`src/rtl/vtc_aligned.sv`:
```
// vtc_aligned: video timing controller with counter-aligned flags.
// Ports: clock/rst/en in; hPixel, vLine, vActive, hSync, vSync, sof,
// eol, activeD, hSyncD, vSyncD, frameCount out.
module vtc_aligned #(
  parameter int hArea    = 640,
  parameter int hFPorch  = 16,
  parameter int hSTime   = 96,
  parameter int hBPorch  = 48,
  parameter int vArea    = 480,
  parameter int vFPorch  = 10,
  parameter int vSTime   = 2,
  parameter int vBPorch  = 33,
  parameter bit hSyncPol = 1'b0,
  parameter bit vSyncPol = 1'b0,
  parameter int DELAY    = 2,
  parameter int CW       = 10,
  parameter int FCW      = 8
) (
  input  logic           clock,
  input  logic           rst,
  input  logic           en,
  output logic [CW-1:0]  hPixel,
  output logic [CW-1:0]  vLine,
  output logic           vActive,
  output logic           hSync,
  output logic           vSync,
  output logic           sof,
  output logic           eol,
  output logic           activeD,
  output logic           hSyncD,
  output logic           vSyncD,
  output logic [FCW-1:0] frameCount
);

  localparam int HT = hArea + hFPorch + hSTime + hBPorch;
  localparam int VT = vArea + vFPorch + vSTime + vBPorch;
  localparam int HV_MAX = (HT > VT) ? HT : VT;

  localparam logic [CW-1:0] H_LAST = CW'(HT - 1);
  localparam logic [CW-1:0] V_LAST = CW'(VT - 1);
  localparam logic [CW-1:0] H_AREA = CW'(hArea);
  localparam logic [CW-1:0] V_AREA = CW'(vArea);
  localparam logic [CW-1:0] HS_BEG = CW'(hArea + hFPorch);
  localparam logic [CW-1:0] HS_END = CW'(hArea + hFPorch + hSTime);
  localparam logic [CW-1:0] VS_BEG = CW'(vArea + vFPorch);
  localparam logic [CW-1:0] VS_END = CW'(vArea + vFPorch + vSTime);

  if (hArea == 0 || hFPorch == 0 || hSTime == 0 || hBPorch == 0 ||
      vArea == 0 || vFPorch == 0 || vSTime == 0 || vBPorch == 0)
  begin : g_bad_zero
    $error("vtc_aligned: timing parameters must be non-zero");
  end

  if ((longint'(1) << CW) < longint'(HV_MAX)) begin : g_bad_cw
    $error("vtc_aligned: CW too small for line/frame totals");
  end

  if (DELAY < 0 || DELAY > 8) begin : g_bad_delay
    $error("vtc_aligned: DELAY must be 0..8");
  end

  logic [CW-1:0] h_nxt;
  logic [CW-1:0] v_nxt;
  logic          h_last;
  logic          v_last;
  logic          f_wrap;
  logic          act_nxt;
  logic          hs_nxt;
  logic          vs_nxt;
  logic          eol_nxt;

  // Flags are decoded from the next-state counters so that, once
  // registered, they line up with the counter values they describe.
  always_comb begin
    h_last  = (hPixel == H_LAST);
    v_last  = (vLine == V_LAST);
    f_wrap  = h_last && v_last;
    h_nxt   = h_last ? '0 : hPixel + CW'(1);
    v_nxt   = vLine;
    if (h_last) begin
      v_nxt = v_last ? '0 : vLine + CW'(1);
    end
    act_nxt = (h_nxt < H_AREA) && (v_nxt < V_AREA);
    hs_nxt  = ((h_nxt >= HS_BEG) && (h_nxt < HS_END)) ?
              hSyncPol : ~hSyncPol;
    vs_nxt  = ((v_nxt >= VS_BEG) && (v_nxt < VS_END)) ?
              vSyncPol : ~vSyncPol;
    eol_nxt = (h_nxt == H_LAST);
  end

  always_ff @(posedge clock) begin
    if (rst) begin
      hPixel     <= '0;
      vLine      <= '0;
      frameCount <= '0;
      vActive    <= 1'b1;
      hSync      <= ~hSyncPol;
      vSync      <= ~vSyncPol;
      sof        <= 1'b0;
      eol        <= 1'b0;
    end else if (en) begin
      hPixel  <= h_nxt;
      vLine   <= v_nxt;
      vActive <= act_nxt;
      hSync   <= hs_nxt;
      vSync   <= vs_nxt;
      // next position 0,0 is exactly a frame wrap
      sof     <= f_wrap;
      eol     <= eol_nxt;
      if (f_wrap) begin
        frameCount <= frameCount + FCW'(1);
      end
    end else begin
      // strobes never stretch across a stalled cycle
      sof <= 1'b0;
      eol <= 1'b0;
    end
  end

  if (DELAY == 0) begin : g_nodly
    assign activeD = vActive;
    assign hSyncD  = hSync;
    assign vSyncD  = vSync;
  end else begin : g_dly
    logic [DELAY-1:0] a_q;
    logic [DELAY-1:0] h_q;
    logic [DELAY-1:0] v_q;

    always_ff @(posedge clock) begin
      if (rst) begin
        a_q <= '0;
        h_q <= {DELAY{~hSyncPol}};
        v_q <= {DELAY{~vSyncPol}};
      end else if (en) begin
        a_q[0] <= vActive;
        h_q[0] <= hSync;
        v_q[0] <= vSync;
        for (int i = 1; i < DELAY; i++) begin
          a_q[i] <= a_q[i-1];
          h_q[i] <= h_q[i-1];
          v_q[i] <= v_q[i-1];
        end
      end
    end

    assign activeD = a_q[DELAY-1];
    assign hSyncD  = h_q[DELAY-1];
    assign vSyncD  = v_q[DELAY-1];
  end

endmodule

```
`config.mk`:
```
export PLATFORM = sky130hd
export DESIGN_NAME = vtc_aligned
export DESIGN_NICKNAME = d
export VERILOG_FILES = /design/src/rtl/vtc_aligned.sv
export SDC_FILE = /design/constraint.sdc
export NUM_CORES = 1
export LEC_CHECK = 0
export CORE_AREA = 5 5 69 71
export DETAILED_ROUTE_END_ITERATION = 6
export DIE_AREA = 0 0 74 76
export GPL_ROUTABILITY_DRIVEN = 0
export HOLD_SLACK_MARGIN = 0.02
export PLACE_DENSITY = 0.85
export SKIP_LAST_GASP = 1
export SLEW_MARGIN = 5
export SYNTH_ARGS = -nofsm -noshare
export SYNTH_HDL_FRONTEND = slang
export SYNTH_SLANG_ARGS = --single-unit
```
`constraint.sdc`:
```
create_clock -name clock -period 3.4 [get_ports clock]
set_input_delay 0.68 -clock clock [delete_from_list [all_inputs] [get_ports clock]]
set_output_delay 0.68 -clock clock [all_outputs]
set_load 0.03 [all_outputs]
```
==> metrics.txt <==
outcome finished clean; Int Power 0.783 mW; #FFs+latches synth 39; TNS Setup 0 ns; Yosys warnings 0; Initial DRC Count 268; Peak Freq 378 MHz; routed wl met3 419 microns; crit path max fanout 14; DRC errors left 0; antenna viol nets, final 0; mean cell area of the mapped netlist 7.95 sq um; slowest stage cell, crit path ha_1; synthesized net count 280; Clock Pin Slew Worst Setup and Hold Paths 0.08 ns; Critical Path Start Type flip-flop; Pleak 0.927 nW; cell family with the largest share of critical-path delay simple AND/OR/NAND/NOR gates; Yosys cell types 52; core box area 0.00417 sq mm; Setup violations, final 0; Worst slew margin 64.7%; final core utilization 64.3%; Sw Ratio 21.3%; first-pass GRT wire length 9380 microns; fin crit period 2.64 ns; final WL 5270 microns; CP bufs+invs 0; CTS tree yes; clock root buffer clkbuf_8; gr ovfl total 0; n_diodes 0; Seq/Total Area, Yosys 36.1%; clock buffer depth 2; antenna violations before repair 0; Vias 2092; Flop pwr share 47.6%; M1 WL 2320 microns; vias in the first global route 2014; Tot Pwr 0.996 mW; EDFF count, synth 0; Post-Syn Area 0.00216 sq mm; port bufs 38; die area 0.00562 sq mm; Slew Limit Fails 0; Clock Power Share 46.0%; pin count of the biggest net entering global routing 25; row count 24; Peak VDD IR 0.339 mV; crit path DAT 2.83 ns; most frequent cells in the layout dfxtp_1 (39), clkdlybuf4s50_1 (38), nor2_1 (36); Met2 Wirelength 2460 microns; Filler cells 380; overall global routing resource usage 20.1%; most common flop cell mapped by yosys dfxtp_1; CP Capture Type flip-flop; Area Growth Syn to Fin 24.1%; Critical Path RT 3.58 ns; fin area 0.00268 sq mm; commonest non-fill, non-tap cell in the layout dfxtp_1; Pre-antenna DRT Iters 5; Synth Instances 272; insertion delay to the later sink of the worst-skew pair 0.29 ns; Power Density 371 mW/mm^2; vias per inst 5.89; starting density of the core 51.8%; post-CTS sizing 0; Max-Cap Viols 0; Die W 74 microns; ys async rst share 0%; nets@finish 310; Min Hold Slack 0.471 ns; Least-Margin Pin Slew 0.528 ns; cts hold-fix bufs 0; number of CTS-inserted buffers 5; highest metal used met4; setup bufs post-CTS 0; wire per inst 14.8 microns; I/O pin count 39; Die Ht 76 microns; RSZ-0062 raised after global routing false; layout cell share with drive strength beyond 1 6.27%; Multi-input gate area 0.00127 sq mm; HPWL after DPL 3660 microns; Placed Area 0.00255 sq mm; share of the clock period used by the worst path after layout 77.8%; sequential cell area 781 sq um; Critical Path, Cell by Cell ha_1 > nand4_1 > nor3_2 > nand3_1 > a21oi_1 > nor3_1 > a221o_1; Comb pwr share 6.4%; CTS sink count 39; Final Skew 0.00613 ns; CP max stage delay 0.53 ns; sw power 0.212 mW; final hold viol count 0; number of H-tree levels 2; critical path class flip-flop to flip-flop; hold crit path type flip-flop to flip-flop
==> worst register-to-register path, delay by kind of cell (launching register included) <==
kind                       cells  cell delay [ns]
AOI/OAI and AO/OA              2             0.59
and+or+nand+nor                4             0.92
DFF                            1             0.50
adders and majority gates      1             0.53
==> per-stage QoR <==
step | worst slack [ns] | std cells
after detailed placement | 0.772 | 347
after floorplan | 1.05 | 272
after global routing | 0.549 | 355
after CTS | 0.821 | 355
after global placement | 0.804 | 347
final | 0.756 | 355
==> metal layers <==
metal  track usage (%)  up-vias
li1                  -     1033
met1              28.1      963
met2              30.6       89
met3              4.49        7
met4              6.16        0
met5                 0        -
==> sequential cells by signal (all words and copies together) (netlist names) <==
| signal | flops |
|---|---|
| vLine | 10 |
| vSync | 1 |
| g_dly.v_q | 2 |
| hPixel | 10 |
| sof | 1 |
| hSync | 1 |
| vActive | 1 |
| g_dly.h_q | 2 |
| eol | 1 |
| frameCount | 8 |
| g_dly.a_q | 2 |
==> logic make-up after synthesis <==
family | Yosys count | synth area share, %
adder cells (fa/ha/maj) | 5 | 2.89
AO/OA/AOI/OAI | 52 | 15.8
multiplexers | 5 | 2.31
flip-flops | 39 | 36.1
XOR/XNOR | 13 | 5.26
AND/OR/NAND/NOR | 132 | 32.3
buffers and inverters | 26 | 5.26
==> synth_stat cells, types with 5 or more instances <==
master	instances	area share (%)
a211o_1	5	2.0
a21oi_1	15	3.5
and3_1	9	2.6
clkbuf_1	15	2.6
dfxtp_1	39	36
ha_1	5	2.9
inv_1	7	1.2
mux2i_1	5	2.3
nand2_1	27	4.7
nand3_1	13	3.0
nand4_1	9	2.6
nor2_1	36	6.2
nor3_1	9	2.1
o21ai_0	9	2.1
or3_1	6	1.7
xor2_1	9	3.6
==> final cells by class <==
class                           instances  area share, %
Tap cell                               52           2.42
Sequential cell                        39           29.1
Inverter                                7          0.979
Timing Repair Buffer                   42           15.3
Clock buffer                            6           2.70
Multi-Input combinational cell        207           47.3
Clock inverter                          2           2.24
==> worst paths after layout <==
path / startpoint / endpoint / slack (ns) / cells after the start
max: hPixel[1] / vActive / 0.76 / 7
min reg2reg: g_dly.h_q[1] / g_dly.h_q[1] / 0.47 / 1
max reg2reg: hPixel[1] / vActive / 0.76 / 7
min: g_dly.h_q[1] / g_dly.h_q[1] / 0.47 / 1
==> power groups by stage <==
stage          clock network [mW]  logic (mW)  registers [mW]
2_1_floorplan                   0      0.0298           0.493
3_5_place_dp                    0      0.0632           0.485
6_report                    0.458      0.0637           0.474
3_3_place_gp                    0      0.0625           0.485
5_1_grt                     0.486      0.0691           0.476
4_1_cts                     0.465      0.0639           0.474
(Power assumes the default switching activity.)
